===== src/rtl/sha_padder.sv =====
// sha_padder: SHA-2 message padder that packs a byte stream into 512-bit blocks for a hash engine.
// Define SHA_PADDER_ABORT_EN to add an abort input that drops the message in progress.
package sha;
    typedef enum logic [1:0] {MODE_SHA256 = 2'd0, MODE_SHA224 = 2'd1} mode_t;
    typedef logic [511:0] msg_t;
    typedef logic [255:0] hash_t;
endpackage

interface sha_engine_if;
    logic       clk;
    logic       rstn;
    sha::mode_t mode;
    logic       new_msg;
    logic       valid;
    sha::msg_t  msg;
    sha::hash_t hash;
    logic       ready;
    modport master(output clk, rstn, mode, new_msg, valid, msg, input hash, ready);
    modport slave(input clk, rstn, mode, new_msg, valid, msg, output hash, ready);
endinterface

module sha_padder (
    input  logic        clk,
    input  logic        rst,
    input  logic        s_valid,
    output logic        s_ready,
    input  logic [31:0] s_data,
    input  logic        s_last,
    input  logic [2:0]  s_bytes,
    input  sha::mode_t  s_mode,
`ifdef SHA_PADDER_ABORT_EN
    input  logic        abort,
`endif
    sha_engine_if.master eng,
    output logic        h_valid,
    output sha::hash_t  h_data,
    output logic        busy
);
    typedef enum logic [2:0] {IDLE, FILL, SEND, WAIT, PAD, SEND_PAD, WAIT_PAD, DONE} state_t;
    state_t      r_state, w_next;
    sha::msg_t   r_msg, w_fill;
    sha::mode_t  r_mode;
    logic [60:0] r_cnt;
    logic [3:0]  r_idx;
    logic [5:0]  r_ppos;
    logic        r_first, r_pad_blk, r_pad2;
    logic [31:0] w_lword;
    logic [63:0] w_len;
    logic [2:0]  w_nb;
    logic        w_xfer, w_valid, w_full_last, w_fits, w_abort;

`ifdef SHA_PADDER_ABORT_EN
    assign w_abort = abort && r_state != IDLE;
`else
    assign w_abort = 1'b0;
`endif

    assign eng.clk     = clk;
    assign eng.rstn    = ~rst;
    assign eng.mode    = r_mode;
    assign eng.msg     = r_msg;
    assign eng.valid   = w_valid;
    assign eng.new_msg = r_first && w_valid;
    assign w_valid     = r_state == SEND || r_state == SEND_PAD;
    assign s_ready     = ~rst && (r_state == IDLE || r_state == FILL);
    assign busy        = r_state != IDLE;
    assign h_valid     = r_state == DONE;
    assign w_xfer      = s_valid && s_ready;
    assign w_nb        = s_bytes > 3'd4 ? 3'd4 : s_bytes;
    assign w_full_last = r_idx == 4'd15 && w_nb == 3'd4;
    assign w_len       = {r_cnt, 3'b000};
    // the 64-bit length fits behind the 0x80 marker only if it sits at byte 55 or earlier
    assign w_fits      = r_ppos <= 6'd55;

    always_comb begin
        w_lword = '0;
        for (int k = 0; k < 4; k++)
            w_lword[31-8*k -: 8] = 3'(k) < w_nb ? s_data[31-8*k -: 8] : (3'(k) == w_nb ? 8'h80 : 8'h00);
    end

    always_comb begin
        w_fill = r_msg;
        for (int j = 0; j < 16; j++)
            if (4'(j) == r_idx)
                w_fill[511-32*j -: 32] = s_last ? w_lword : s_data;
            else if (s_last && 4'(j) > r_idx)
                w_fill[511-32*j -: 32] = (4'(j) == r_idx + 4'd1 && w_nb == 3'd4) ? 32'h8000_0000 : 32'h0;
    end

    always_comb begin
        w_next = r_state;
        case (r_state)
            IDLE, FILL: if (w_xfer) w_next = s_last ? (w_full_last ? SEND : PAD) : (r_idx == 4'd15 ? SEND : FILL);
            SEND:       if (eng.ready) w_next = WAIT;
            WAIT:       if (eng.ready) w_next = r_pad_blk ? PAD : FILL;
            PAD:        w_next = SEND_PAD;
            SEND_PAD:   if (eng.ready) w_next = WAIT_PAD;
            WAIT_PAD:   if (eng.ready) w_next = r_pad2 ? SEND_PAD : DONE;
            default:    w_next = IDLE;
        endcase
        if (w_abort) w_next = IDLE;
    end

    always_ff @(posedge clk or posedge rst)
        if (rst) r_state <= IDLE;
        else     r_state <= w_next;

    always_ff @(posedge clk or posedge rst) begin
        if (rst) begin
            r_msg     <= '0;
            r_cnt     <= '0;
            r_idx     <= '0;
            r_ppos    <= '0;
            r_first   <= 1'b0;
            r_pad_blk <= 1'b0;
            r_pad2    <= 1'b0;
            r_mode    <= sha::MODE_SHA256;
            h_data    <= '0;
        end else if (w_abort) begin
            r_msg     <= '0;
            r_cnt     <= '0;
            r_idx     <= '0;
            r_first   <= 1'b0;
            r_pad_blk <= 1'b0;
            r_pad2    <= 1'b0;
        end else begin
            if (w_xfer) begin
                r_msg     <= w_fill;
                r_idx     <= r_idx + 4'd1;
                r_cnt     <= r_cnt + (s_last ? 61'(w_nb) : 61'd4);
                r_ppos    <= {r_idx, 2'b00} + 6'(w_nb);
                r_pad_blk <= s_last && w_full_last;
                if (r_state == IDLE) begin
                    r_mode  <= s_mode;
                    r_first <= 1'b1;
                end
            end
            if (w_valid && eng.ready) r_first <= 1'b0;
            if (r_state == WAIT && eng.ready && r_pad_blk) begin
                r_msg     <= {8'h80, 504'b0};
                r_ppos    <= '0;
                r_pad_blk <= 1'b0;
            end
            if (r_state == PAD) begin
                if (w_fits) r_msg[63:0] <= w_len;
                else        r_pad2 <= 1'b1;
            end
            // the final hash is captured on the last ready so h_valid follows it by one cycle
            if (r_state == WAIT_PAD && eng.ready) begin
                if (r_pad2) begin
                    r_msg  <= {448'b0, w_len};
                    r_pad2 <= 1'b0;
                end else
                    h_data <= eng.hash;
            end
            if (r_state == DONE) begin
                r_cnt <= '0;
                r_idx <= '0;
            end
        end
    end
endmodule


===== src/flat_wrapper.sv =====
// flat-port wrapper written by rule: the top's interface ports become plain ports
module sha_padder_flat 
  (clk, rst, s_valid, s_ready, s_data, s_last, s_bytes, s_mode, h_valid, h_data, busy, eng_clk, eng_rstn, eng_mode, eng_new_msg, eng_valid, eng_msg, eng_hash, eng_ready);
  sha_engine_if eng_i ();
  input  logic clk;
  input  logic rst;
  input  logic s_valid;
  output logic s_ready;
  input  logic [31:0] s_data;
  input  logic s_last;
  input  logic [2:0] s_bytes;
  input  sha::mode_t s_mode;
  output logic h_valid;
  output sha::hash_t h_data;
  output logic busy;
  output wire logic [$bits(eng_i.clk)-1:0] eng_clk;
  output wire logic [$bits(eng_i.rstn)-1:0] eng_rstn;
  output wire logic [$bits(eng_i.mode)-1:0] eng_mode;
  output wire logic [$bits(eng_i.new_msg)-1:0] eng_new_msg;
  output wire logic [$bits(eng_i.valid)-1:0] eng_valid;
  output wire logic [$bits(eng_i.msg)-1:0] eng_msg;
  input wire logic [$bits(eng_i.hash)-1:0] eng_hash;
  input wire logic [$bits(eng_i.ready)-1:0] eng_ready;
  assign eng_clk = eng_i.clk;
  assign eng_rstn = eng_i.rstn;
  assign eng_mode = eng_i.mode;
  assign eng_new_msg = eng_i.new_msg;
  assign eng_valid = eng_i.valid;
  assign eng_msg = eng_i.msg;
  assign eng_i.hash = eng_hash;
  assign eng_i.ready = eng_ready;
  sha_padder u_core (.clk(clk), .rst(rst), .s_valid(s_valid), .s_ready(s_ready), .s_data(s_data), .s_last(s_last), .s_bytes(s_bytes), .s_mode(s_mode), .eng(eng_i), .h_valid(h_valid), .h_data(h_data), .busy(busy));
endmodule

===== config.mk =====
export PLATFORM = sky130hd
export DESIGN_NAME = sha_padder_flat
export DESIGN_NICKNAME = d
export VERILOG_FILES = /design/src/rtl/sha_padder.sv /design/src/flat_wrapper.sv
export SDC_FILE = /design/constraint.sdc
export NUM_CORES = 2
export LEC_CHECK = 0
export ABC_AREA = 1
export BUFFER_PORTS_ARGS = -buffer_cell sky130_fd_sc_hd__buf_2
export CELL_PAD_IN_SITES_DETAIL_PLACEMENT = 0
export CELL_PAD_IN_SITES_GLOBAL_PLACEMENT = 1
export CORE_AREA = 3 3 421 423
export CTS_BUF_LIST = sky130_fd_sc_hd__clkbuf_16
export CTS_CLUSTER_SIZE = 25
export DETAILED_ROUTE_END_ITERATION = 16
export DIE_AREA = 0 0 424 426
export GPL_TIMING_DRIVEN = 1
export PLACE_DENSITY_LB_ADDON = 0.25
export SLEW_MARGIN = 20
export SYNTH_ARGS = -nofsm -noshare
export SYNTH_HDL_FRONTEND = slang
export SYNTH_SLANG_ARGS = --single-unit

===== constraint.sdc =====
create_clock -name clk -period 74.6 [get_ports clk]
set_clock_uncertainty 0.15 [all_clocks]
set_input_delay 14.92 -clock clk [delete_from_list [all_inputs] [get_ports clk]]
set_output_delay 14.92 -clock clk [all_outputs]
set_load 0.02 [all_outputs]

==> reports/qor.txt <==
Final nets - 4927
Final Power - 1680 uW
Slowest cell on crit path - buf_2
Avg Cell Area, Syn - 10.1 sq um
syn nets - 3922
number of I/O pins - 1075
reg-to-reg startpoint - u_core.r_state[2]$_DFFE_PP0P_
gr busiest metal - met2
hold-fix buffers at CTS - 0
Worst path max stage delay - 0.15 ns
most used cell along the critical path - clkbuf_16
dpl cell area - 0.0441 sq mm
first-pass GRT wire length - 276 mm
asr flop ratio synth - 100%
GR Overflow Total - 0
cell row count - 153
CP Capture Type - primary output
Clk Latency, worst-skew pair - 0.86 ns
share of cells above drive strength 1 - 30.4%
setup TNS - 0 ns
Port Buffers - 1074
Final GP Congestion - 0.860
EDFF count, synth - 0
maximum VDD drop - 0.0207 mV
synthesized instance count - 3611
met1 usage - 25.5%
Pwr Density - 35.3 mW/mm^2
Area Growth Syn to Fin - 30.5%
grt met2 use - 38.3%
Seq/Total Area, Yosys - 58.0%
Least-Margin Pin Slew - 1.28 ns
Setup Crit Path Kind - clk2out
post-route setup slack - 21.83 ns
largest net degree at the start of global routing - 233
YS warnings - 0
GRT Total Usage - 22.0%
CTS tree - built
vias per cell - 4.57
CORE AREA - 0.174 sq mm
Crit path buffers/inverters - 3
post-synthesis cell area - 0.0364 sq mm
met3 usage - 5.14%
final setup vio count - 0
per-cell routed wire length - 29.3 um
post-synth top area share - 58.0%
Fin Hold WS - 0.329 ns
Post-CTS Resized - 0
run status - finished, final reports clean
MaxCap Viol Count - 0
worst setup path start - clk
Die Span X - 424 um
synth top area cells - dfrtp_1, mux2_1, nand2_1
Netlist cell types - 51
Die Y - 426 um
hpwl dp - 152 mm
Iter 0 DRT Violations - 2753
Slew Viols, Final - 0
Place WS - 22.09 ns
Initial Util - 20.9%
CP Launch Type - clock port
via count - 32.1k
largest area contributor in the netlist - dfrtp_1
P_leak - 0.0238 uW
Slew HR - 14.8%
synthesis-stage register bit count - 844
Main synth FF type - dfrtp_1
crit-path max FO - 3
Fin. Hold Viols - 0
Hold/Removal Path Class - reg2reg
CP Data Arrival Time - 37.70 ns
Clock transition at path regs - 0.06 ns
number of global-route vias before repair - 31.7k
fin area - 0.0475 sq mm
initial antenna violation count - 54
total of fill cells in the finished design - 18.9k
Pre-antenna DRT Iters - 5
die area - 0.181 sq mm
DRC Markers - 0
WP data required - 59.53 ns
Crit path max-delay family - buffers and inverters
Detail Route Antenna Nets - 0
crit-path cells - clkbuf_16 > clkbuf_16 > buf_2
Detailed Route WL - 206 mm
setup repair after global routing missed its margin - no
Hold Path Origin - u_core.h_data[68]$_DFFE_PP0P_
Post-CTS Setup Bufs - 0
## cell type report
type                    count  area (sq um)  share of cell area (%)
flip-flops and latches    844         21100                    44.5
well taps                2325          2910                    6.13
clock buffers             112          2780                    5.86
clock inverters            84           608                    1.28
inverters                 171           668                    1.41
multi-input cells        2350         13500                    28.4
diodes                      9          22.5                  0.0474
repair buffers           1139          5890                    12.4
## kinds of logic (layout without fill, tap and decap cells)
| family | count (synthesis) | in the layout | synth area share [%] |
|---|---|---|---|
| XOR/XNOR | 10 | 10 | 0.241 |
| AND/OR/NAND/NOR | 1405 | 1405 | 16.3 |
| adder cells (fa/ha/maj) | 13 | 13 | 0.468 |
| flip-flops | 844 | 844 | 58.0 |
| other | 0 | 9 | 0 |
| multiplexers | 258 | 258 | 7.98 |
| buffers and inverters | 417 | 1506 | 5.44 |
| AO/OA/AOI/OAI | 664 | 664 | 11.5 |
## path summary, 6_finish.rpt
check                           cells after the start                             end  slack, ns
worst min-delay path                                1   u_core.h_data[68]$_DFFE_PP0P_       0.33
worst max-delay path                                3                         eng_clk      21.83
worst max register to register                      9  u_core.h_data[224]$_DFFE_PP0P_      69.61
worst min register to register                      1   u_core.h_data[68]$_DFFE_PP0P_       0.33
max in group asynchronous                           7   u_core.eng.msg[234]$_DFF_PP0_      56.16
min in group asynchronous                           2  u_core.h_data[154]$_DFFE_PP0P_      13.99
## power by group
| part | leakage (uW) | switching (uW) | internal [uW] |
|---|---|---|---|
| Combinational | 0.0108 | 399 | 152 |
| Sequential | 0.0113 | 52.8 | 559 |
| Clock | 0.00173 | 222 | 292 |
| Total | 0.0238 | 674 | 1000 |
## registers in the layout, indices dropped and copies added, names as in the netlist, 2 cells and up
register         count
u_core.r_state       3
u_core.eng.mode      2
u_core.r_idx         4
u_core.r_cnt        61
u_core.r_ppos        3
u_core.h_data      256
u_core.eng.msg     512
## per-stage QoR
stage	instances	utilization, %
3_3_place_gp	6830	25.4
5_1_grt	7028	27.3
4_1_cts	7025	27.3
6_report	7034	27.3
2_1_floorplan	3611	-
3_5_place_dp	6830	25.4
## synthesized netlist by cell type, types with 2 or more instances
cell and instances:
a211oi_1 25, a21o_1 9, a21oi_1 230, a22o_1 9, a22oi_1 251, a31oi_1 7
a32oi_1 3, and2_1 2, buf_2 114, buf_4 58, buf_6 7, clkbuf_1 67
clkinv_1 7, dfrtp_1 844, ha_1 12, inv_1 147, inv_2 16, mux2_1 200
mux2_2 58, nand2_1 587, nand2_2 4, nand3_1 256, nand4_1 34, nor2_1 451
nor2_2 24, nor2_4 13, nor3_1 20, nor3_2 3, nor4_1 4, o211ai_1 4
o21a_1 5, o21ai_0 69, o21ai_1 12, o21ai_2 3, o22ai_1 32, xnor2_1 3
xor2_1 7
## worst register-to-register path, cell delays in order (launching register included)
cell and delay, ns:
dfrtp_1 0.50, inv_2 0.14, nor2_2 0.15, nand2_2 0.11
nor2_4 0.09, buf_4 0.60, buf_4 0.94, buf_4 0.92
buf_4 0.76, mux2_2 0.50
## metal layers
layer | vias to the layer above | wire [um] | part of all wire [%]
met1 | 16300 | 78900 | 38
met2 | 1194 | 104000 | 50
li1 | 14300 | - | -
met5 | - | 158 | 0.077
met3 | 307 | 12800 | 6.2
met4 | 26 | 10600 | 5.1
## placed cells by master (no fill, tap or decap), types with 69 or more instances in the layout
master	netlist	layout
o21ai_0	69	69
nand2_1	587	586
mux2_1	200	200
inv_1	147	170
clkbuf_16	0	111
a21oi_1	230	230
a22oi_1	251	251
dfrtp_1	844	844
nor2_1	451	439
buf_2	114	1074
nand3_1	256	255
Note: power is estimated with default switching activity, not from simulation.
